--- src/rtl/serial_add_pkg.sv ---
// Shared types for the bit-serial adder: controller state encoding and default operand width.
package serial_add_pkg;

    typedef enum logic [1:0] {
        IDLE = 2'b00,
        RUN  = 2'b01,
        DONE = 2'b10
    } state_t;

    localparam int DEFAULT_WIDTH = 8;

endpackage

--- src/rtl/full_adder_cell.sv ---
// Gate-level 1-bit full adder; the only arithmetic element of the serial adder datapath.
module full_adder_cell (
    input  logic a,
    input  logic b,
    input  logic ci,
    output logic sum,
    output logic co
);

    logic prop;
    logic gen;
    logic prop_carry;

    xor x_prop (prop, a, b);
    xor x_sum  (sum, prop, ci);
    and a_gen  (gen, a, b);
    and a_prop (prop_carry, prop, ci);
    or  o_co   (co, gen, prop_carry);

endmodule

--- src/rtl/serial_add_ctrl.sv ---
// Bit-serial N-bit adder: operands shift LSB-first through one full_adder_cell while the
// controller holds the carry, counts bits and presents the result on a valid/ready handshake.
module serial_add_ctrl
    import serial_add_pkg::*;
#(
    parameter int WIDTH = DEFAULT_WIDTH,
    parameter int CNT_W = $clog2(WIDTH)
) (
    input  logic             clk,
    input  logic             rst_n,
    input  logic             in_valid,
    output logic             in_ready,
    input  logic [WIDTH-1:0] a,
    input  logic [WIDTH-1:0] b,
    input  logic             ci,
    input  logic             abort,
    output logic             out_valid,
    input  logic             out_ready,
    output logic [WIDTH-1:0] sum,
    output logic             co,
    output logic             busy
);

    localparam logic [CNT_W-1:0] CNT_LAST = CNT_W'(WIDTH - 1);
    localparam logic [CNT_W-1:0] CNT_ONE  = CNT_W'(1);

    state_t state_reg;
    state_t state_next;

    logic [WIDTH-1:0] a_sh_reg;
    logic [WIDTH-1:0] b_sh_reg;
    logic [WIDTH-1:0] sum_sh_reg;
    logic             carry_reg;
    logic [CNT_W-1:0] cnt_reg;

    logic load;
    logic shift;
    logic cancel;

    logic fa_sum;
    logic fa_co;

    full_adder_cell u_fa (
        .a   (a_sh_reg[0]),
        .b   (b_sh_reg[0]),
        .ci  (carry_reg),
        .sum (fa_sum),
        .co  (fa_co)
    );

    always_ff @(posedge clk or negedge rst_n) begin
        if (!rst_n) begin
            state_reg <= IDLE;
        end else begin
            state_reg <= state_next;
        end
    end

    // abort takes priority over out_ready in DONE, so a simultaneous pair counts as cancelled.
    always_comb begin
        state_next = state_reg;
        load       = 1'b0;
        shift      = 1'b0;
        cancel     = 1'b0;
        case (state_reg)
            IDLE: begin
                if (in_valid) begin
                    load       = 1'b1;
                    state_next = RUN;
                end
            end
            RUN: begin
                if (abort) begin
                    cancel     = 1'b1;
                    state_next = IDLE;
                end else begin
                    shift = 1'b1;
                    if (cnt_reg == CNT_LAST) begin
                        state_next = DONE;
                    end
                end
            end
            DONE: begin
                if (abort) begin
                    cancel     = 1'b1;
                    state_next = IDLE;
                end else if (out_ready) begin
                    state_next = IDLE;
                end
            end
            default: begin
                state_next = IDLE;
            end
        endcase
    end

    always_ff @(posedge clk or negedge rst_n) begin
        if (!rst_n) begin
            a_sh_reg   <= '0;
            b_sh_reg   <= '0;
            sum_sh_reg <= '0;
            carry_reg  <= 1'b0;
            cnt_reg    <= '0;
        end else if (load) begin
            a_sh_reg   <= a;
            b_sh_reg   <= b;
            sum_sh_reg <= '0;
            carry_reg  <= ci;
            cnt_reg    <= '0;
        end else if (cancel) begin
            carry_reg <= 1'b0;
            cnt_reg   <= '0;
        end else if (shift) begin
            a_sh_reg   <= {1'b0, a_sh_reg[WIDTH-1:1]};
            b_sh_reg   <= {1'b0, b_sh_reg[WIDTH-1:1]};
            sum_sh_reg <= {fa_sum, sum_sh_reg[WIDTH-1:1]};
            carry_reg  <= fa_co;
            cnt_reg    <= cnt_reg + CNT_ONE;
        end
    end

    // Result outputs are gated to DONE so partial sums during RUN are never visible.
    always_comb begin
        in_ready  = (state_reg == IDLE);
        busy      = (state_reg != IDLE);
        out_valid = (state_reg == DONE);
        sum       = '0;
        co        = 1'b0;
        if (state_reg == DONE) begin
            sum = sum_sh_reg;
            co  = carry_reg;
        end
    end

endmodule

--- config.mk ---
export PLATFORM = sky130hd
export DESIGN_NAME = serial_add_ctrl
export DESIGN_NICKNAME = d
export VERILOG_FILES = /design/src/rtl/serial_add_pkg.sv /design/src/rtl/full_adder_cell.sv /design/src/rtl/serial_add_ctrl.sv
export SDC_FILE = /design/constraint.sdc
export NUM_CORES = 1
export LEC_CHECK = 0
export CORE_MARGIN = 5
export CORE_UTILIZATION = 45
export CTS_CLUSTER_DIAMETER = 120
export DETAILED_ROUTE_END_ITERATION = 8
export PLACE_DENSITY = 0.79
export SLEW_MARGIN = 20
export SYNTH_ARGS = -nofsm -noshare
export SYNTH_HDL_FRONTEND = slang
export SYNTH_SLANG_ARGS = --single-unit
--- constraint.sdc ---
create_clock -name clk -period 1.55 [get_ports clk]
set_input_delay 0.2325 -clock clk [delete_from_list [all_inputs] [get_ports clk]]
set_output_delay 0.2325 -clock clk [all_outputs]
set_load 0.005 [all_outputs]
==> results of run 1 <==
## logic make-up after synthesis
| logic type | Yosys count | share of synthesized area, % |
|---|---|---|
| buffers and inverters | 16 | 5.049 |
| muxes | 16 | 10.68 |
| and+or+nand+nor | 51 | 16.14 |
| adders and majority gates | 7 | 6.291 |
| DFF | 30 | 49.67 |
| AOI/OAI and AO/OA | 32 | 12.17 |
## cells in the mapped netlist, types with 2 or more instances
master / count / area share [%]
mux2i_1: 15 / 9.9
nand2b_1: 3 / 1.2
inv_1: 6 / 1.5
clkbuf_1: 4 / 0.99
nor2_1: 2 / 0.50
a21oi_1: 11 / 3.6
and2_2: 5 / 2.5
o21ai_0: 14 / 4.6
ha_1: 6 / 5.0
nand2_1: 31 / 7.7
a22o_1: 3 / 1.7
and2_1: 5 / 2.1
a31oi_1: 2 / 0.83
buf_2: 4 / 1.3
nand3_1: 3 / 0.99
dfrtp_1: 30 / 50
## worst max-delay path by stage
stage / end / depth (start not counted)
floorplan: state_reg[0] / 5
global placement: state_reg[0] / 4
detailed placement: state_reg[0] / 4
CTS: state_reg[0] / 7
global route: state_reg[0] / 7
finish: state_reg[0] / 7
## power breakdown
group	switching, mW	internal [mW]
logic	0.804	0.985
clock network	0.256	0.204
registers	0.190	1.07
total	1.25	2.26
## critical path: cells and delay by family, from the launching register on
kind | cells | cell delay [ps]
buf+inv | 3 | 270
flops | 1 | 420
fa+ha+maj | 1 | 160
compound gates | 1 | 100
mux | 1 | 310
simple gates | 1 | 380
## metal layers
layer | global-route usage (%) | share of wire [%] | vias to the layer above
met5 | 0 | 0 | -
met4 | 7.196 | 2.2 | 0
met3 | 5.911 | 4.7 | 11
met2 | 34.18 | 52 | 41
met1 | 22.26 | 41 | 626
li1 | - | - | 622
## through the flow
| step | total power, mW | hold WS (ps) | worst slack (ps) |
|---|---|---|---|
| floorplan | 1.935 | -63.09 | 2.400 |
| finish | 3.505 | 289.9 | -207.1 |
| global placement | 2.288 | 487.9 | -51.40 |
| global route | 3.735 | 313.4 | -241.6 |
| detailed placement | 2.368 | 486.2 | -110.1 |
| CTS | 3.154 | 304.6 | -161.5 |
## layout make-up
cell class / instances / area (µm²)
sequential: 30 / 750.7
multi-input combinational: 106 / 829.5
fill: 225 / 874.6
timing repair buffer: 61 / 695.7
inverter: 6 / 25.02
tap: 46 / 57.56
clock buffer: 6 / 51.30
## repair_timing
item / CTS / global route
resized for setup: 80 / 40
buffers inserted: 10 / 2
endpoints found under the setup margin: 19 / 38
cloned: 4 / 2
pin swaps: 5 / 11
==> results.md, run 1 <==
* Status: finished, violations left
* Failing checks: setup timing
* Layout area overhead at 59.44%
* Critical-path cell list: inv_2 > ha_4 > buf_6 > buf_6 > or3b_4 > o211ai_2 > mux2_4
* Crit Path Category: reg -> reg
* Initial antenna violation count at 0
* HPWL after DPL at 2.232 mm
* P_leak at 1.126 nW
* Die ar. at 0.004618 mm²
* Max clock buf depth at 2
* Fin area at 0.002410 mm²
* Vias in the first global route at 1352
* Critical Path Fanout Max at 3
* Synth cell types at 24
* Endpoints failing hold at 0
* Post-route setup TNS at -3889 ps
* CTS buffer count at 5
* Nets at 239
* FMAX at 569.1 MHz
* CTS tree: done
* Worst-margin pin slew at 384.9 ps
* Placed cell count at 231
* Top cell by count, worst path: buf_6
* Post-DRT Antenna Nets at 0
* IO Count at 34
* Async SR Flop Fraction at 100.0%
* Mapped cell area at 0.001511 mm²
* Relative slew margins at 74.34%
* Drt total wl at 4.255 mm
* Max-slew violations at 0
* Die width at 67.96 µm
* Reg clk slew, reported paths at 90 ps
* Pwr dens at 1455 mW/mm²
* Synth Area per Inst at 9.944 µm²
* Initial DRC count at 69
* Most frequent cells in the layout: dfrtp_1, nand2_1, clkdlybuf4s50_1
* Clock Skews at 9.721 ps
* Die Y at 67.96 µm
* RSZ-0062 raised after global routing: true
* DRT Pass-1 Iters at 4
* R2R setup slack at -210 ps
* CP max stage delay at 420 ps
* CP endpoint kind: register
* Most common cell after layout, fill and taps aside: dfrtp_1
* Initial Utilization at 46.02%
* Remaining routing DRC violations at 0
* Max-cap viol count at 0
* Reg2reg path depth at 7
* Core box area at 0.003284 mm²
* CTS root buf: clkbuf_4
* Rows at 21
* Crit. Startpoint: state_reg[0]
* Pin count of the biggest net entering global routing at 31
* Worst EP required at 1770 ps
* Placed Area at 0.001971 mm²
* Element type at the critical path start: register
* Crit path DAT at 1980 ps
* Cells after Synth at 152
* Minimum clock period at 1757 ps
* Vias at 1300
* FF-to-FF End: state_reg[0]
* EDFF count, synth at 0
* Post-Layout Cell Count at 255
* First-pass GRT wire length at 6.513 mm
* # port buffers at 33
* CP max stage cell: dfrtp_1
* N_diodes at 0
* Register area share after synthesis at 49.67%
* FF-to-FF Start: state_reg[0]
* Share of cells above drive strength 1 at 39.71%
* YS warnings at 0
* Latest clock arrival within the worst-skew pair at 330 ps
* Hold Path Class: in -> async
* Htree depth at 2
* Drt wl/cell at 16.69 µm
* Ys flop type: dfrtp_1
* Slack of the critical path at -207.1 ps
* Register bit total from synthesis at 30
* Clk sinks at 30
* GRT Overall Usage at 19.51%
* Placer Congestion at 0.7550
* Syn Nets at 181
* DR vias/cell at 5.098
* # setup viols final at 41
* Hold Buf Count CTS at 0
* Grt total ovfl at 0
* Fin crit share at 113.4%
* Fin util at 73.37%
* VDD IR max at 773.8 µV
Note: power is estimated with default switching activity, not from simulation.
==> run 2, diff against run 1 <==
Settings changed: CORE_UTILIZATION 45 to 49, DONT_BUFFER_PORTS set to 1, PLACE_DENSITY 0.79 to 0.69, REMOVE_ABC_BUFFERS set to 1.
==> run 2 against run 1 <==
Effect of this change: the flow still finishes with violations (setup timing); clock-buffer cell count increased by 1; combinational power decreased by 35%; die area decreased by 7.0%; hold slack got worse by 260 ps; power decreased by 18%; sequential share of layout area increased by 11 points; via count decreased by 16%; non-clock buffer count decreased by 47; largest power group is now sequential cells.
==> results.md, run 2 (synthesis results as in run 1) <==
* Post-Layout Cell Count at 197 (-23%)
* Critical-path cell list: inv_2 > ha_2 > or3b_4 > o211ai_2 > mux2_4
* Crit path DAT at 1780 ps (-200 ps)
* DR vias/cell at 5.558 (+9.0%)
* IO Count at 34 (unchanged)
* Crit Path Category: reg -> reg
* Placer Congestion at 0.7653 (+1.4%)
* FMAX at 640.1 MHz (+12%)
* # port buffers at 0 (-100%)
* Clock Skews at 11.94 ps (+2.216 ps)
* P_leak at 0.8628 nW (-23%)
* Rows at 20 (-4.8%)
* Pwr dens at 1614 mW/mm² (+11%)
* DRT Pass-1 Iters at 4 (unchanged)
* Slack of the critical path at -12.30 ps (+194.8 ps)
* Initial DRC count at 41 (-41%)
* Worst EP required at 1760 ps (about the same)
* Drt total wl at 3.107 mm (-27%)
* Fin area at 0.001775 mm² (-26%)
* N_diodes at 0 (unchanged)
* Grt total ovfl at 0 (unchanged)
* Latest clock arrival within the worst-skew pair at 320 ps (about the same)
* # setup viols final at 2 (-95%)
* Max-slew violations at 0 (unchanged)
* CTS root buf: clkbuf_4
* Initial Utilization at 50.33% (+4.3 points)
* Most frequent cells in the layout: nand2_1, dfrtp_1, mux2i_1
* Fill cell total of the finished layout at 265 (+18%)
* Core box area at 0.003003 mm² (-8.6%)
* Post-Place Setup Slack at -70.71 ps (+39.41 ps)
* CP max stage cell: dfrtp_1
* Clk sinks at 30 (unchanged)
* Crit path buf inv count at 1 (-2)
* CTS buffer count at 5 (unchanged)
* Crit path max-delay family: flip-flops
* Initial antenna violation count at 0 (unchanged)
* Status: finished, violations left
* CTS tree: done
* Pin count of the biggest net entering global routing at 45 (+45%)
* Multi-input gate area at 733.2 µm² (-12%)
* Die Y at 65.54 µm (-3.6%)
* Relative slew margins at 88.40% (+14 points)
* Layout area overhead at 17.47%
* Reg clk slew, reported paths at 100 ps (about the same)
* Endpoints failing hold at 0 (unchanged)
* Critical Path Fanout Max at 3 (unchanged)
* Vias at 1095 (-16%)
* Placed Area at 0.001577 mm² (-20%)
* Placed cell count at 182 (-21%)
* Max clock buf depth at 2 (unchanged)
* Max-cap viol count at 0 (unchanged)
* Die width at 65.54 µm (-3.6%)
* Post-route setup TNS at -19.03 ps (+3870 ps)
* Nets at 192 (-20%)
* Vias in the first global route at 1100 (-19%)
* CP max stage delay at 400 ps (-20 ps)
* Most common cell after layout, fill and taps aside: nand2_1
* CP endpoint kind: register
* Minimum clock period at 1562 ps (-194.8 ps)
* Failing checks: setup timing
* Drt wl/cell at 15.77 µm (-5.5%)
* VDD IR max at 755.7 µV (-2.3%)
* Hold Path Class: in -> reg
* Die ar. at 0.004295 mm² (-7.0%)
* Htree depth at 2 (unchanged)
* Share of cells above drive strength 1 at 22.56% (-17 points)
* Worst-margin pin slew at 172.2 ps (-212.7 ps)
* HPWL after DPL at 2.091 mm (-6.3%)
* Element type at the critical path start: register
* Remaining routing DRC violations at 0 (unchanged)
* RSZ-0062 raised after global routing: true
* First-pass GRT wire length at 4.974 mm (-24%)
* Fin crit share at 100.8% (-13 points)
* GRT Overall Usage at 15.15% (-4.4 points)
* Post-DRT Antenna Nets at 0 (unchanged)
* Register Area at 750.7 µm² (unchanged)
## run 2: report_power, final
part / leakage [nW] / total, mW / switching, mW / internal, mW
combinational: 0.439 / 1.17 / 0.579 / 0.586
clock: 0.0353 / 0.472 / 0.253 / 0.220
sequential: 0.388 / 1.23 / 0.162 / 1.07
total: 0.863 / 2.87 / 0.994 / 1.87
## run 2: layer usage
metal  GRT usage [%]  share of wire (%)
met1           18.06                 43
met4           5.440               0.61
met2           24.91                 50
met5               0                  0
met3           5.641                6.1
## run 2: timing repair
action,CTS,global route
cloned,0,2
hold buffers,2,0
buffers inserted,1,2
endpoints found under the hold margin,30,0
setup endpoints to repair,13,28
gates resized for setup,2,13
## run 2: path summary, 6_finish.rpt
path / from / end / slack, ps / depth (start not counted)
worst min register to register: a_sh_reg[7] / a_sh_reg[7] / 510 / 1
worst max register to register: state_reg[0] / state_reg[0] / -10 / 5
worst min-delay path: b[3] / b_sh_reg[3] / 30 / 2
worst max-delay path: state_reg[0] / state_reg[0] / -10 / 5
max in group asynchronous: rst_n / a_sh_reg[1] / 1030 / 2
min in group asynchronous: rst_n / state_reg[1] / 340 / 2
## run 2: area by class of cell
cell class	instances	share of cell area, %
repair buffers	14	9.443
inverters	6	1.269
clock inverters	1	0.2819
well taps	33	2.326
clock buffers	7	3.101
flip-flops and latches	30	42.28
multi-input cells	106	41.30
## run 2: stage by stage
| stage | utilization [%] | hold WS (ps) | total power [mW] |
|---|---|---|---|
| final | 59.13 | 28.12 | 2.866 |
| after global routing | 59.13 | 3.885 | 3.123 |
| after CTS | 56.13 | 13.92 | 2.758 |
| after detailed placement | 52.50 | -62.12 | 2.208 |
| after global placement | 52.50 | -62.17 | 2.130 |
| after floorplan | - | -63.09 | 1.864 |
==> run 3, diff against run 2 <==
Settings changed: CORE_UTILIZATION 49 to 55, PLACE_DENSITY 0.69 to 0.76, TNS_END_PERCENT set to 30.
==> run 3 against run 2 <==
Effect of this change: the flow still finishes with violations (setup timing); clock-buffer cell count stayed put; first-iteration DRC count is 34% higher; flip-flop and latch count stayed put; largest cell class unchanged; critical path depth stayed put; critical path type unchanged.
==> results.md, run 3 (synthesis results as in run 1) <==
* Status: finished, violations left
* Failing checks: setup timing
* CP endpoint kind: register
* GRT Overall Usage at 14.91% (-0.23 points)
* # port buffers at 0 (unchanged)
* Layer with the highest usage: met2
* Vias in the first global route at 1087 (-1.2%)
* Htree depth at 2 (unchanged)
* Max clock buf depth at 2 (unchanged)
* Fin crit share at 100.5% (-0.32 points)
* Most frequent cells in the layout: nand2_1, dfrtp_1, mux2i_1
* P_leak at 0.8416 nW (-2.5%)
* Drt total wl at 3.014 mm (-3.0%)
* Reg clk slew, reported paths at 80 ps (-20 ps)
* Post-DRT Antenna Nets at 0 (unchanged)
* FMAX at 642.1 MHz (+0.31%)
* CTS root buf: clkbuf_4
* Clock Skews at 8.959 ps (-2.977 ps)
* Initial Utilization at 56.26% (+5.9 points)
* Placer Congestion at 0.7971 (+4.2%)
* M2 GR Usage at 23.19% (-1.7 points)
* Met1 usage at 18.18% (+0.12 points)
* M3 GR Usage at 6.475% (+0.83 points)
* Endpoints failing hold at 0 (unchanged)
* Relative slew margins at 88.54% (+0.14 points)
* Crit Path Category: reg -> reg
* Die Y at 62.42 µm (-4.8%)
* Remaining routing DRC violations at 0 (unchanged)
* First-pass GRT wire length at 4.726 mm (-5.0%)
* Worst EP required at 1750 ps (about the same)
* Hold slack at 29.14 ps (+1.027 ps)
* Tot Pwr at 2.901 mW (+1.2%)
* CTS tree: done
* DR vias/cell at 5.680 (+2.2%)
* Most common cell after layout, fill and taps aside: nand2_1
* Crit path DAT at 1760 ps (-20 ps)
* Grt total ovfl at 0 (unchanged)
* Worst-margin pin slew at 170.9 ps (-1.316 ps)
* Placed Area at 0.001554 mm² (-1.4%)
* HPWL after DPL at 2.020 mm (-3.4%)
* Layout area overhead at 15.73%
* Post-route setup TNS at -7.401 ps (+11.63 ps)
* Fin util at 65.11% (+6.0 points)
* CTS buffer count at 5 (unchanged)
* Initial antenna violation count at 0 (unchanged)
* Die width at 62.42 µm (-4.8%)
* Vias at 1102 (+0.64%)
* Clk sinks at 30 (unchanged)
* Max-slew violations at 0 (unchanged)
* Drt wl/cell at 15.54 µm (-1.5%)
* Pwr dens at 1659 mW/mm² (+2.8%)
* Rows at 19 (-5.0%)
* RSZ-0062 raised after global routing: true
* Element type at the critical path start: register
* Latest clock arrival within the worst-skew pair at 320 ps (about the same)
* Slack of the critical path at -7.401 ps (+4.895 ps)
* Fin area at 0.001749 mm² (-1.5%)
* Minimum clock period at 1557 ps (-4.895 ps)
* Hold Path Class: in -> reg
* Pin count of the biggest net entering global routing at 45 (unchanged)
* VDD IR max at 1076 µV (+42%)
* Critical Path Fanout Max at 3 (unchanged)
* Initial DRC count at 55 (+34%)
* R2R setup slack at -7 ps (about the same)
* Core box area at 0.002686 mm² (-11%)
* IO Count at 34 (unchanged)
* DRT Pass-1 Iters at 4 (unchanged)
* # setup viols final at 1 (-1)
* Die ar. at 0.003896 mm² (-9.3%)
* Share of cells above drive strength 1 at 19.02% (-3.5 points)
* Max-cap viol count at 0 (unchanged)
* Nets at 191 (-0.52%)
* N_diodes at 0 (unchanged)
[run 3: final timing paths]
path,start,endpoint,cells after the start
setup / recovery,state_reg[0],state_reg[0],5
min in group asynchronous,rst_n,sum_sh_reg[0],2
hold reg to reg,a_sh_reg[7],a_sh_reg[7],1
setup reg to reg,state_reg[0],state_reg[0],5
hold / removal,a[2],a_sh_reg[2],2
max in group asynchronous,rst_n,cnt_reg[1],2
[run 3: final cells by class]
class / instances / area [µm²]
Fill cell: 227 / 937.1
Clock inverter: 1 / 30.03
Tap cell: 31 / 38.79
Clock buffer: 7 / 45.04
Inverter: 6 / 22.52
Multi-Input combinational cell: 106 / 708.2
Timing Repair Buffer: 13 / 153.9
Sequential cell: 30 / 750.7
[run 3: metal layers]
metal | vias to the layer above | part of all wire (%) | wire (µm)
li1 | 532 | - | -
met1 | 529 | 42 | 1264
met2 | 39 | 49 | 1475
met3 | 2 | 8.3 | 250
met4 | 0 | 0.80 | 24
met5 | - | 0 | 0
[run 3: through the flow]
step,setup slack (ps),std cells
floorplan,-351.2,142
global placement,11.92,179
detailed placement,-91.95,179
CTS,-3.264,190
global route,-42.17,194
finish,-7.401,194
[run 3: critical path, stage by stage, from the launching register on]
cell and delay (ps):
dfrtp_1 410, inv_2 100, ha_4 140, or3b_4 390, o211ai_2 90, mux2_4 320
[run 3: report_power, final]
group	switching, mW	internal, mW
clock network	0.246	0.342
logic	0.554	0.532
registers	0.161	1.07
[run 3: timing repair]
item	in CTS	in global routing
gates cloned	0	1
hold buffers	2	0
resized for setup	6	5
endpoints found under the setup margin	10	18
pin swaps	1	0
hold endpoints to repair	30	0
setup buffers	1	3
